--- config.mk ---
export PLATFORM = sky130hd
export DESIGN_NAME = fc_pe_sequencer
export DESIGN_NICKNAME = d
export VERILOG_FILES = /design/src/rtl/fc_pkg.sv /design/src/rtl/fc_step_timer.sv /design/src/rtl/fc_pe_sequencer.sv
export SDC_FILE = /design/constraint.sdc
export NUM_CORES = 1
export LEC_CHECK = 0
export ABC_CLOCK_PERIOD_IN_PS = 2100
export CAP_MARGIN = 10
export CORE_UTILIZATION = 32
export DETAILED_ROUTE_END_ITERATION = 7
export PLACE_DENSITY = 0.85
export SLEW_MARGIN = 5
export SYNTH_ARGS = -nofsm -noshare
export SYNTH_HDL_FRONTEND = slang
export SYNTH_SLANG_ARGS = --single-unit
--- constraint.sdc ---
create_clock -name clk -period 2.1 [get_ports clk]
set_clock_uncertainty 0.1 [all_clocks]
set_input_delay 0.42 -clock clk [delete_from_list [all_inputs] [get_ports clk]]
set_output_delay 0.42 -clock clk [all_outputs]
set_load 0.01 [all_outputs]
--- src/rtl/fc_pkg.sv ---
// Shared types and helpers for the FC processing-element sequencer.
package fc_pkg;

  typedef enum logic [2:0] {
    ST_IDLE,
    ST_CLEAR,
    ST_FETCH,
    ST_HOLD,
    ST_DRAIN,
    ST_EMIT,
    ST_FIN
  } fc_state_e;

  localparam logic [31:0] FP_ZERO = 32'h0000_0000;

  // Address/counter width for a range of n values; never narrower than one bit.
  function automatic int fc_clog2(input int n);
    return (n < 2) ? 1 : $clog2(n);
  endfunction

endpackage

--- src/rtl/fc_step_timer.sv ---
// Loadable down-counter; expired is high once the count has reached zero.
module fc_step_timer #(
  parameter int W = 2
) (
  input  logic         clk,
  input  logic         reset_n,
  input  logic         load,
  input  logic [W-1:0] load_val,
  output logic         expired
);

  logic [W-1:0] cnt_q;

  always_ff @(posedge clk or negedge reset_n) begin
    if (!reset_n) begin
      cnt_q <= '0;
    end else if (load) begin
      cnt_q <= load_val;
    end else if (cnt_q != '0) begin
      cnt_q <= cnt_q - 1'b1;
    end
  end

  assign expired = (cnt_q == '0);

endmodule

--- src/rtl/fc_pe_sequencer.sv ---
// Sequences one FC layer through a single MAC processing element: clears the PE,
// streams activation/weight pairs from the layer RAMs, then hands each neuron result downstream.
module fc_pe_sequencer
  import fc_pkg::*;
#(
  parameter int DATA_WIDTH   = 32,
  parameter int N_IN         = 16,
  parameter int N_OUT        = 4,
  parameter int STEP_CYCLES  = 2,
  parameter int DRAIN_CYCLES = 3,
  localparam int IAW = fc_clog2(N_IN),
  localparam int WAW = fc_clog2(N_IN * N_OUT),
  localparam int IDW = fc_clog2(N_OUT)
) (
  input  logic                  clk,
  input  logic                  reset_n,
  input  logic                  start,
  output logic                  busy,
  output logic                  done,
  output logic [IAW-1:0]        in_addr,
  input  logic [DATA_WIDTH-1:0] in_rdata,
  output logic [WAW-1:0]        w_addr,
  input  logic [DATA_WIDTH-1:0] w_rdata,
  output logic [DATA_WIDTH-1:0] input_fc,
  output logic [DATA_WIDTH-1:0] iweight_FC,
  output logic                  start_FC,
  input  logic [DATA_WIDTH-1:0] output_fc,
  output logic [DATA_WIDTH-1:0] res_data,
  output logic [IDW-1:0]        res_idx,
  output logic                  res_valid,
  input  logic                  res_ready,
  output fc_state_e             state_dbg
);

  localparam int TMAX = (STEP_CYCLES > DRAIN_CYCLES) ? STEP_CYCLES : DRAIN_CYCLES;
  localparam int TW   = fc_clog2(TMAX);

  fc_state_e             state_q, state_d;
  logic [IAW-1:0]        i_q;
  logic [IDW-1:0]        neuron_q;
  logic [DATA_WIDTH-1:0] res_data_q;
  logic                  tmr_load, tmr_expired;
  logic [TW-1:0]         tmr_val;
  logic                  last_i, last_n;

  assign last_i = (i_q == IAW'(N_IN - 1));
  assign last_n = (neuron_q == IDW'(N_OUT - 1));

  // FETCH arms the hold window; the final HOLD cycle arms the drain window.
  assign tmr_load = (state_q == ST_FETCH) || (state_q == ST_HOLD && tmr_expired && last_i);
  assign tmr_val  = (state_q == ST_FETCH) ? TW'(STEP_CYCLES - 1) : TW'(DRAIN_CYCLES - 1);

  fc_step_timer #(.W(TW)) u_timer (
    .clk      (clk),
    .reset_n  (reset_n),
    .load     (tmr_load),
    .load_val (tmr_val),
    .expired  (tmr_expired)
  );

  always_ff @(posedge clk or negedge reset_n) begin
    if (!reset_n) state_q <= ST_IDLE;
    else          state_q <= state_d;
  end

  always_comb begin
    state_d = state_q;
    case (state_q)
      ST_IDLE:  if (start) state_d = ST_CLEAR;
      ST_CLEAR: state_d = ST_FETCH;
      ST_FETCH: state_d = ST_HOLD;
      ST_HOLD:  if (tmr_expired) state_d = last_i ? ST_DRAIN : ST_FETCH;
      ST_DRAIN: if (tmr_expired) state_d = ST_EMIT;
      ST_EMIT:  if (res_ready) state_d = last_n ? ST_FIN : ST_CLEAR;
      ST_FIN:   state_d = ST_IDLE;
      default:  state_d = ST_IDLE;
    endcase
  end

  always_ff @(posedge clk or negedge reset_n) begin
    if (!reset_n) begin
      i_q        <= '0;
      neuron_q   <= '0;
      res_data_q <= '0;
    end else begin
      case (state_q)
        ST_IDLE:  if (start) neuron_q <= '0;
        ST_CLEAR: i_q <= '0;
        ST_HOLD:  if (tmr_expired && !last_i) i_q <= i_q + 1'b1;
        ST_DRAIN: if (tmr_expired) res_data_q <= output_fc;
        ST_EMIT:  if (res_ready && !last_n) neuron_q <= neuron_q + 1'b1;
        default:  ;
      endcase
    end
  end

  // The address stays on i through HOLD, so the RAM output register keeps the
  // pair stable for the whole window; outside HOLD the PE sees +0 * +0.
  always_comb begin
    busy       = (state_q != ST_IDLE);
    done       = (state_q == ST_FIN);
    start_FC   = (state_q == ST_CLEAR);
    res_valid  = (state_q == ST_EMIT);
    input_fc   = DATA_WIDTH'(FP_ZERO);
    iweight_FC = DATA_WIDTH'(FP_ZERO);
    if (state_q == ST_HOLD) begin
      input_fc   = in_rdata;
      iweight_FC = w_rdata;
    end
  end

  assign in_addr   = i_q;
  assign w_addr    = WAW'(int'(neuron_q) * N_IN + int'(i_q));
  assign res_data  = res_data_q;
  assign res_idx   = neuron_q;
  assign state_dbg = state_q;

endmodule

# After elaboration in Yosys (flattened, before gate mapping)
# Cells that the tools add are included.
# W data, S select, Z words.
[op_classes]
n_addsub = 4
n_mux = 17
reduce_logical = 18
eq_ne = 14
[ops]
columns = ["op", "n"]
rows = [
  ["$mux W32", 2],
  ["$mux W3", 6],
  ["$pmux W3 S6", 1],
  ["$mux W2", 5],
  ["$eq A3 B3 Y1 const B", 3],
  ["$pmux W4 S2", 1],
  ["$reduce_bool A2 Y1", 4],
  ["$add A6 B4 Y6", 1],
  ["$eq A3 B2 Y1 const B", 2],
  ["$ne A2 B1 Y1 const B", 3],
  ["$ne A2 B2 Y1 const B", 3],
  ["$add A4 B1 Y4 const B", 1],
  ["$eq A4 B4 Y1 const B", 1],
  ["$logic_and A1 B1 Y1", 4],
  ["$mux W4", 1],
  ["$pmux W2 S2", 1],
  ["$reduce_and A2 Y1", 2],
  ["$reduce_and A4 Y1", 1],
  ["$eq A3 B1 Y1 const B", 1],
  ["$logic_not A3 Y1", 1],
  ["$reduce_and A3 Y1", 1],
  ["$reduce_bool A3 Y1", 1],
  ["$add A2 B1 Y2 const B", 1],
  ["$eq A2 B2 Y1 const B", 1],
  ["other kinds (4)", 5],
]
[totals]
word_cells = 58
regBits = 43

# Depth between registers and ports, before layout
# Gate-level depths: netlist of run 1.
[logic_depth]
depth_word = 5
ltp_mapped = 7
mapped_depth_nobuf = 6

# Cells and area by module
# From an unflattened synthesis of run 1, not the netlist that was laid out.
[hier_totals]
hier_cells = 227
area_unflattened_um2 = 2388.5
[modules_own_cells]
columns = ["mod", "seq_area_each_um2", "n_inst", "area_per_inst_um2", "cells_each"]
rows = [
  ["fc_pe_sequencer", 1026.0, 1, 2274.7, 215],
  ["fc_step_timer", 50.0, 1, 113.9, 12],
]

# Worst setup path after synthesis of run 1
# No wires, ideal clock.
[synth_path]
kind = "reg2out"
from = "reg state_q[1], in the netlist state_dbg[1]"
to = "out iweight_FC[21]"
stages_incl_launch_ff = 6
required_ns = 1.580
setup_slack_ns = 0.325
arrival_ns = 1.255
path_cell_list = "dfrtp_1 > and3b_1 > buf_4 > buf_4 > buf_2 > and2_1"
[synth_via]
elab_chain_len = 2
[synth_lines]
columns = ["element", "line_no", "text"]
rows = [
  ["start, declared", "fc_pe_sequencer.sv:38", "fc_state_e state_q, state_d;"],
  ["start signal, assigned", "fc_pe_sequencer.sv:63", "else state_q <= state_d;"],
  ["$eq A3 B2 Y1", "fc_pe_sequencer.sv:106", "if (state_q == ST_HOLD) begin"],
  ["$mux W32", "fc_pe_sequencer.sv:106", ""],
  ["end, declared", "fc_pe_sequencer.sv:25", "output logic [DATA_WIDTH-1:0] iweight_FC,"],
]
# No other way between the ends.

# Worst setup path in the final report of run 1
[layout_path]
from = "reg state_q[1], in the netlist state_dbg[1]"
to = "out input_fc[25]"
[layout_via]
elab_chain_len = 2
[layout_lines]
columns = ["element", "line_no", "text"]
rows = [
  ["$eq A3 B2 Y1", "fc_pe_sequencer.sv:106", ""],
  ["$mux W32", "fc_pe_sequencer.sv:106", ""],
  ["end, declared", "fc_pe_sequencer.sv:24", "output logic [DATA_WIDTH-1:0] input_fc,"],
]
# No other way between the ends.

==> results of run 1 <==
metal layers:
| metal | part of all wire | vias to the layer above | track usage |
|---|---|---|---|
| met3 | 0.074 | 8 | 0.0486 |
| met4 | 0.010 | 0 | 0.0437 |
| met5 | 0 | - | 0 |
| li1 | - | 1143 | - |
| met1 | 0.39 | 1112 | 0.223 |
| met2 | 0.52 | 123 | 0.361 |
worst max-delay path, cell delays in order, from the launching register on:
cell and delay (ns):
dfrtp_1 0.39, and3b_2 0.25, buf_6 0.14, clkbuf_16 0.15, and2_1 0.15, buf_2 0.14
cells in the mapped netlist (2+ instances only):
| cell type | number | area share |
|---|---|---|
| nand2b_1 | 3 | 0.0074 |
| ha_1 | 3 | 0.015 |
| nor2_1 | 3 | 0.0044 |
| o21ai_0 | 3 | 0.0059 |
| nand3_1 | 2 | 0.0040 |
| nor2_2 | 2 | 0.0049 |
| dfrtp_1 | 43 | 0.43 |
| o21a_1 | 2 | 0.0059 |
| mux2_4 | 30 | 0.18 |
| and2_1 | 65 | 0.16 |
| nor3_1 | 2 | 0.0040 |
| buf_2 | 3 | 0.0059 |
| inv_1 | 4 | 0.0059 |
| and3_1 | 3 | 0.0074 |
| and3b_1 | 3 | 0.010 |
| mux2_1 | 4 | 0.018 |
| nand2_1 | 6 | 0.0089 |
| buf_4 | 8 | 0.024 |
| clkbuf_1 | 6 | 0.0089 |
| buf_6 | 5 | 0.022 |
through the flow:
| step | util | instance area (um^2) | power [mW] |
|---|---|---|---|
| finish | 0.609 | 4680 | 3.72 |
| global route | 0.609 | 4680 | 3.96 |
| CTS | 0.605 | 4650 | 3.68 |
| detailed placement | 0.619 | 4760 | 3.20 |
| global placement | 0.619 | 4760 | 3.16 |
| floorplan | - | 2530 | 1.96 |
where the power goes:
part           internal [mW]  switching [mW]  total [mW]
combinational           1.15           0.986        2.14
clock                  0.358           0.291       0.649
sequential             0.885          0.0428       0.928
total                   2.40            1.32        3.72
layout make-up:
cell class,count,area (um^2),share of cell area
flip-flops and latches,43,1080,0.230
clock inverters,3,46.3,0.00989
clock buffers,5,68.8,0.0147
multi-input cells,150,1290,0.276
inverters,4,15.0,0.00321
well taps,102,128,0.0273
repair buffers,229,2050,0.439
flip-flops by register name, indices dropped and copies added (netlist names):
| register | cells |
|---|---|
| res_idx | 2 |
| in_addr | 4 |
| u_timer.cnt_q | 2 |
| res_data | 32 |
| state_dbg | 3 |
logic make-up (layout without fill, tap and decap cells):
group | count (synthesis) | in the layout | share of synthesized area
AOI/OAI and AO/OA | 14 | 14 | 0.0519
muxes | 35 | 35 | 0.200
xor gates and xnor gates | 1 | 1 | 0.00346
buffers and inverters | 26 | 241 | 0.0667
and+or+nand+nor | 97 | 97 | 0.238
DFF | 43 | 43 | 0.425
adders and majority gates | 3 | 3 | 0.0148
timing repair:
action	4_1_cts	5_1_grt
buffers inserted	3	0
hold endpoints to repair	26	0
hold buffers	1	0
gates resized for setup	256	8
pin swaps	0	1
gates cloned	1	2
endpoints found under the setup margin	68	10
worst max-delay path by stage:
| stage | end | cells past startpoint | slack, ns | startpoint |
|---|---|---|---|---|
| after floorplan | iweight_FC[21] | 5 | 0.32 | state_dbg[1] |
| after global placement | iweight_FC[17] | 4 | -0.007 | state_dbg[2] |
| after detailed placement | iweight_FC[17] | 4 | -0.04 | state_dbg[2] |
| after CTS | iweight_FC[17] | 5 | -0.04 | state_dbg[2] |
| after global routing | input_fc[23] | 5 | 0.003 | state_dbg[2] |
| final | input_fc[25] | 5 | 0.06 | state_dbg[1] |
==> out/qor.csv, run 1 <==
metric,value,unit
crit_path_max_fanout,11,
grt_setup_unrepaired,no,
final_common_cell,clkdlybuf4s50_1,
async_flop_share,1.00,
grt_max_degree,44,
dp_cells,522,
layout_common_cells,"clkdlybuf4s50_1 (145), and2_1 (63), buf_2 (62), dfrtp_1 (43), mux2_4 (30)",
syn_area,2530,um^2
syn_inst,219,
die_area,8270,um^2
clock_latency,0.29,ns
r2r_end,res_idx[1],
dpl.hpwl,6.31,mm
routed_wl,8.21,mm
reg2reg_from,res_idx[0],
clkTransAtPathRegs,0.09,ns
critical_path_required,1.58,ns
ys_seq_area_frac,0.425,
leakage,2.23,nW
post_drt_wl_per_cell,15.3,um
via_per_inst,4.45,
holdPathStages,1,
drive_gt1_frac,0.295,
fin_crit,2.04,ns
hold-path-endpoint,res_data[14],
finalSetupViolations,0,
die_h,90.9,um
synthFlopType,dfrtp_1,
htree_levels,2,
num_rows,32,
ant_nets,0,
vias,2386,
clk_path_buf_depth,2,
worstSetupPathType,flip-flop to primary output,
grt.total_usage,0.194,
overflow,0,
whs,0.400,ns
fin_nets,536,
relSlewSlack,0.787,
cts_num_sinks,43,
outcome,"complete, no violations",
area_delta_synth_final,85.0,%
antenna_found_initial,0,
clockRootBuffer,clkbuf_8,
synth_nets,322,
stdcell_count,536,
place_ws,-0.0415,ns
grt_pass1_vias,2528,
drc,0,
hp-start,res_data[14],
r2r_cells,5,
portBuffers,214,
yosysUniqueCellTypes,39,
place_congestion,0.767,
drv_cap,0,
finalMaxSlewViolations,0,
io_pins,215,
ir_drop,0.573,mV
fmax,0.490,GHz
drtIter0Drc,84,
start_util,0.329,
core_area,7690,um^2
tightest_slew,0.320,ns
dr.pass1.iters,4,
finalHoldViolations,0,
grt_pass1_wl,12.7,mm
yosysWarnings,0,
synth-seq-cells,43,
cts_tree,done,
synth_edf_count,0,
cp-end-kind,primary output,
min_period_over_period,0.973,
cp.arrival,1.52,ns
ff2ff_setup_slack,0.26,ns
p_per_area,794,nW/um^2
syn_area_per_cell,11.6,um^2
hp-class,flip-flop to flip-flop,
antennaDiodeCount,0,
fin_ws,0.0572,ns
fillers,659,
die_w,90.9,um
cp-start-kind,flip-flop,
cts_buffers,5,
setup_tns,0,ns
Power figures use the tool's default switching activity.
==> inputs of run 2 (changes only) <==
- CELL_PAD_IN_SITES_DETAIL_PLACEMENT: default -> 1
- CELL_PAD_IN_SITES_GLOBAL_PLACEMENT: default -> 2
- CORE_UTILIZATION: 32 -> 18
- CTS_BUF_LIST: default -> sky130_fd_sc_hd__clkbuf_8
- PLACE_DENSITY: 0.85 -> 0.88
==> run 2 against run 1 <==
Compared with the run above:
- sequential power grew 0.6%
- sequential cell count unchanged
- highest routed layer unchanged
- hold slack got worse by 0.0037 ns
- die area is 76% higher
- cell count rose by 14%
- maximum frequency decreased by 1.4%
- setup slack got worse by 0.029 ns
- register-to-register slack worse by 0.06 ns
- routed wire length is 9.4% higher
- clock power about the same
==> out/qor.csv, run 2 (synthesis results as in run 1) <==
metric,value,unit,change
outcome,"complete, no violations",,
area_delta_synth_final,97.4,%,
startpoint,state_dbg[1],,
grt_setup_unrepaired,yes,,
crit_path_max_fanout,8,,-3
overflow,0,,unchanged
holdPathStages,1,,unchanged
portBuffers,214,,unchanged
htree_levels,2,,unchanged
fillers,1517,,+130%
antennaDiodeCount,0,,unchanged
hold-path-endpoint,res_data[13],,
layout_common_cells,"clkdlybuf4s50_1 (144), dfrtp_1 (43), buf_2 (42), and2_1 (36), mux2_4 (30)",,
ant_nets,0,,unchanged
r2r_cells,5,,unchanged
cts_buffers,5,,unchanged
drive_gt1_frac,0.364,,+0.0689
tightest_slew,0.434,ns,+0.114 ns
place_congestion,0.754,,-1.7%
finalMaxSlewViolations,0,,unchanged
leakage,2.33,nW,+4.2%
core_area,13500,um^2,+75%
cp-start-kind,flip-flop,,
grt.total_usage,0.120,,-0.0745
largest_reg_flops,32,,unchanged
grt_max_degree,27,,-39%
p_per_area,822,nW/um^2,+3.5%
routed_wl,8.98,mm,+9.4%
r2r_end,res_data[14],,
antenna_found_initial,0,,unchanged
critical_path.slowest_cell,dfrtp_1,,
vias,2473,,+3.6%
via_per_inst,4.03,,-9.4%
drv_cap,0,,unchanged
critPathBufInv,3,,unchanged
setup_tns,0,ns,unchanged
relSlewSlack,0.711,,-0.0762
whs,0.397,ns,-0.00369 ns
drtIter0Drc,31,,-63%
dp_cells,598,,+15%
min_period_over_period,0.986,,+0.0136
worstSetupPathType,flip-flop to primary output,,
worstPathCellList,"and3b_2, buf_12, clkbuf_16, and2_1, buf_2",,
cp_top_family,buffers and inverters,,
fin_crit,2.07,ns,+0.0286 ns
grt_pass1_vias,2754,,+8.9%
hp-start,res_data[13],,
cts_tree,done,,
hp-class,flip-flop to flip-flop,,
dpl.hpwl,7.07,mm,+12%
cp.arrival,1.55,ns,+0.03 ns
grt_pass1_wl,13.7,mm,+7.8%
start_util,0.188,,-0.141
fmax,0.483,GHz,-1.4%
dr.pass1.iters,4,,unchanged
final_common_cell,clkdlybuf4s50_1,,
clock_latency,0.29,ns,about the same
critical_path_required,1.58,ns,about the same
ff2ff_setup_slack,0.20,ns,-0.06 ns
num_rows,42,,+31%
cpPeakStageDelay,0.43,ns,+0.04 ns
die_w,121,um,+33%
die_area,14500,um^2,+76%
clkTransAtPathRegs,0.08,ns,about the same
post_drt_wl_per_cell,14.7,um,-4.3%
finalHoldViolations,0,,unchanged
ir_drop,0.276,mV,-52%
io_pins,215,,unchanged
drc,0,,unchanged
stdcell_count,613,,+14%
finalSetupViolations,0,,unchanged
die_h,121,um,+33%
cp-end-kind,primary output,,
clockRootBuffer,clkbuf_8,,
fin_nets,539,,+0.56%
clk_path_buf_depth,2,,unchanged
cts_num_sinks,43,,unchanged
reg2reg_from,state_dbg[2],,
[run 2: area by class of cell]
| class | instances | area (um^2) | share of cell area |
|---|---|---|---|
| multi-input cells | 150 | 1360 | 0.272 |
| flip-flops and latches | 43 | 1080 | 0.215 |
| clock buffers | 5 | 68.8 | 0.0138 |
| repair buffers | 232 | 2210 | 0.443 |
| clock inverters | 3 | 43.8 | 0.00877 |
| well taps | 176 | 220 | 0.0441 |
| inverters | 4 | 15.0 | 0.00301 |
[run 2: where the power goes]
part / switching [mW] / internal (mW) / total, mW / leakage, nW
Clock: 0.294 / 0.354 / 0.648 / 0.0581
Combinational: 1.09 / 1.44 / 2.52 / 1.68
Sequential: 0.0485 / 0.885 / 0.934 / 0.591
Total: 1.43 / 2.68 / 4.11 / 2.33
[run 2: through the flow]
| stage | util | total power [mW] | area [um^2] | worst slack (ns) |
|---|---|---|---|---|
| after CTS | 0.354 | 3.88 | 4770 | 0.00383 |
| after global routing | 0.371 | 4.37 | 5000 | -0.0295 |
| after global placement | 0.363 | 3.27 | 4880 | 0.00611 |
| after detailed placement | 0.363 | 3.32 | 4880 | 0.000863 |
| after floorplan | - | 1.96 | 2530 | 0.325 |
| final | 0.371 | 4.11 | 5000 | 0.0287 |
[run 2: worst max-delay path by stage]
stage | depth (start not counted) | end
global route | 5 | input_fc[24]
global placement | 3 | input_fc[18]
detailed placement | 3 | input_fc[18]
finish | 5 | iweight_FC[0]
floorplan | 5 | iweight_FC[21]
CTS | 5 | input_fc[13]
[run 2: worst reg2reg max path, delay by kind of cell (launching register included)]
kind                   cells  cell delay, ns
multiplexers               1            0.35
buffers and inverters      2            0.42
flip-flops                 1            0.35
AND/OR/NAND/NOR            2            0.58
[run 2: what timing repair did]
item | in CTS | in global routing
pin swaps | 1 | 4
hold buffers | 1 | 0
endpoints found under the setup margin | 69 | 60
setup buffers | 3 | 1
cloned | 2 | 1
gates resized for setup | 267 | 53
endpoints found under the hold margin | 17 | 0
[run 2: layer usage]
layer / up-vias / part of all wire / global-route usage
met2: 136 / 0.54 / 0.236
met4: 0 / 0.0089 / 0.0278
met1: 1181 / 0.37 / 0.124
li1: 1150 / - / -
met3: 6 / 0.076 / 0.0316
met5: - / 0 / 0
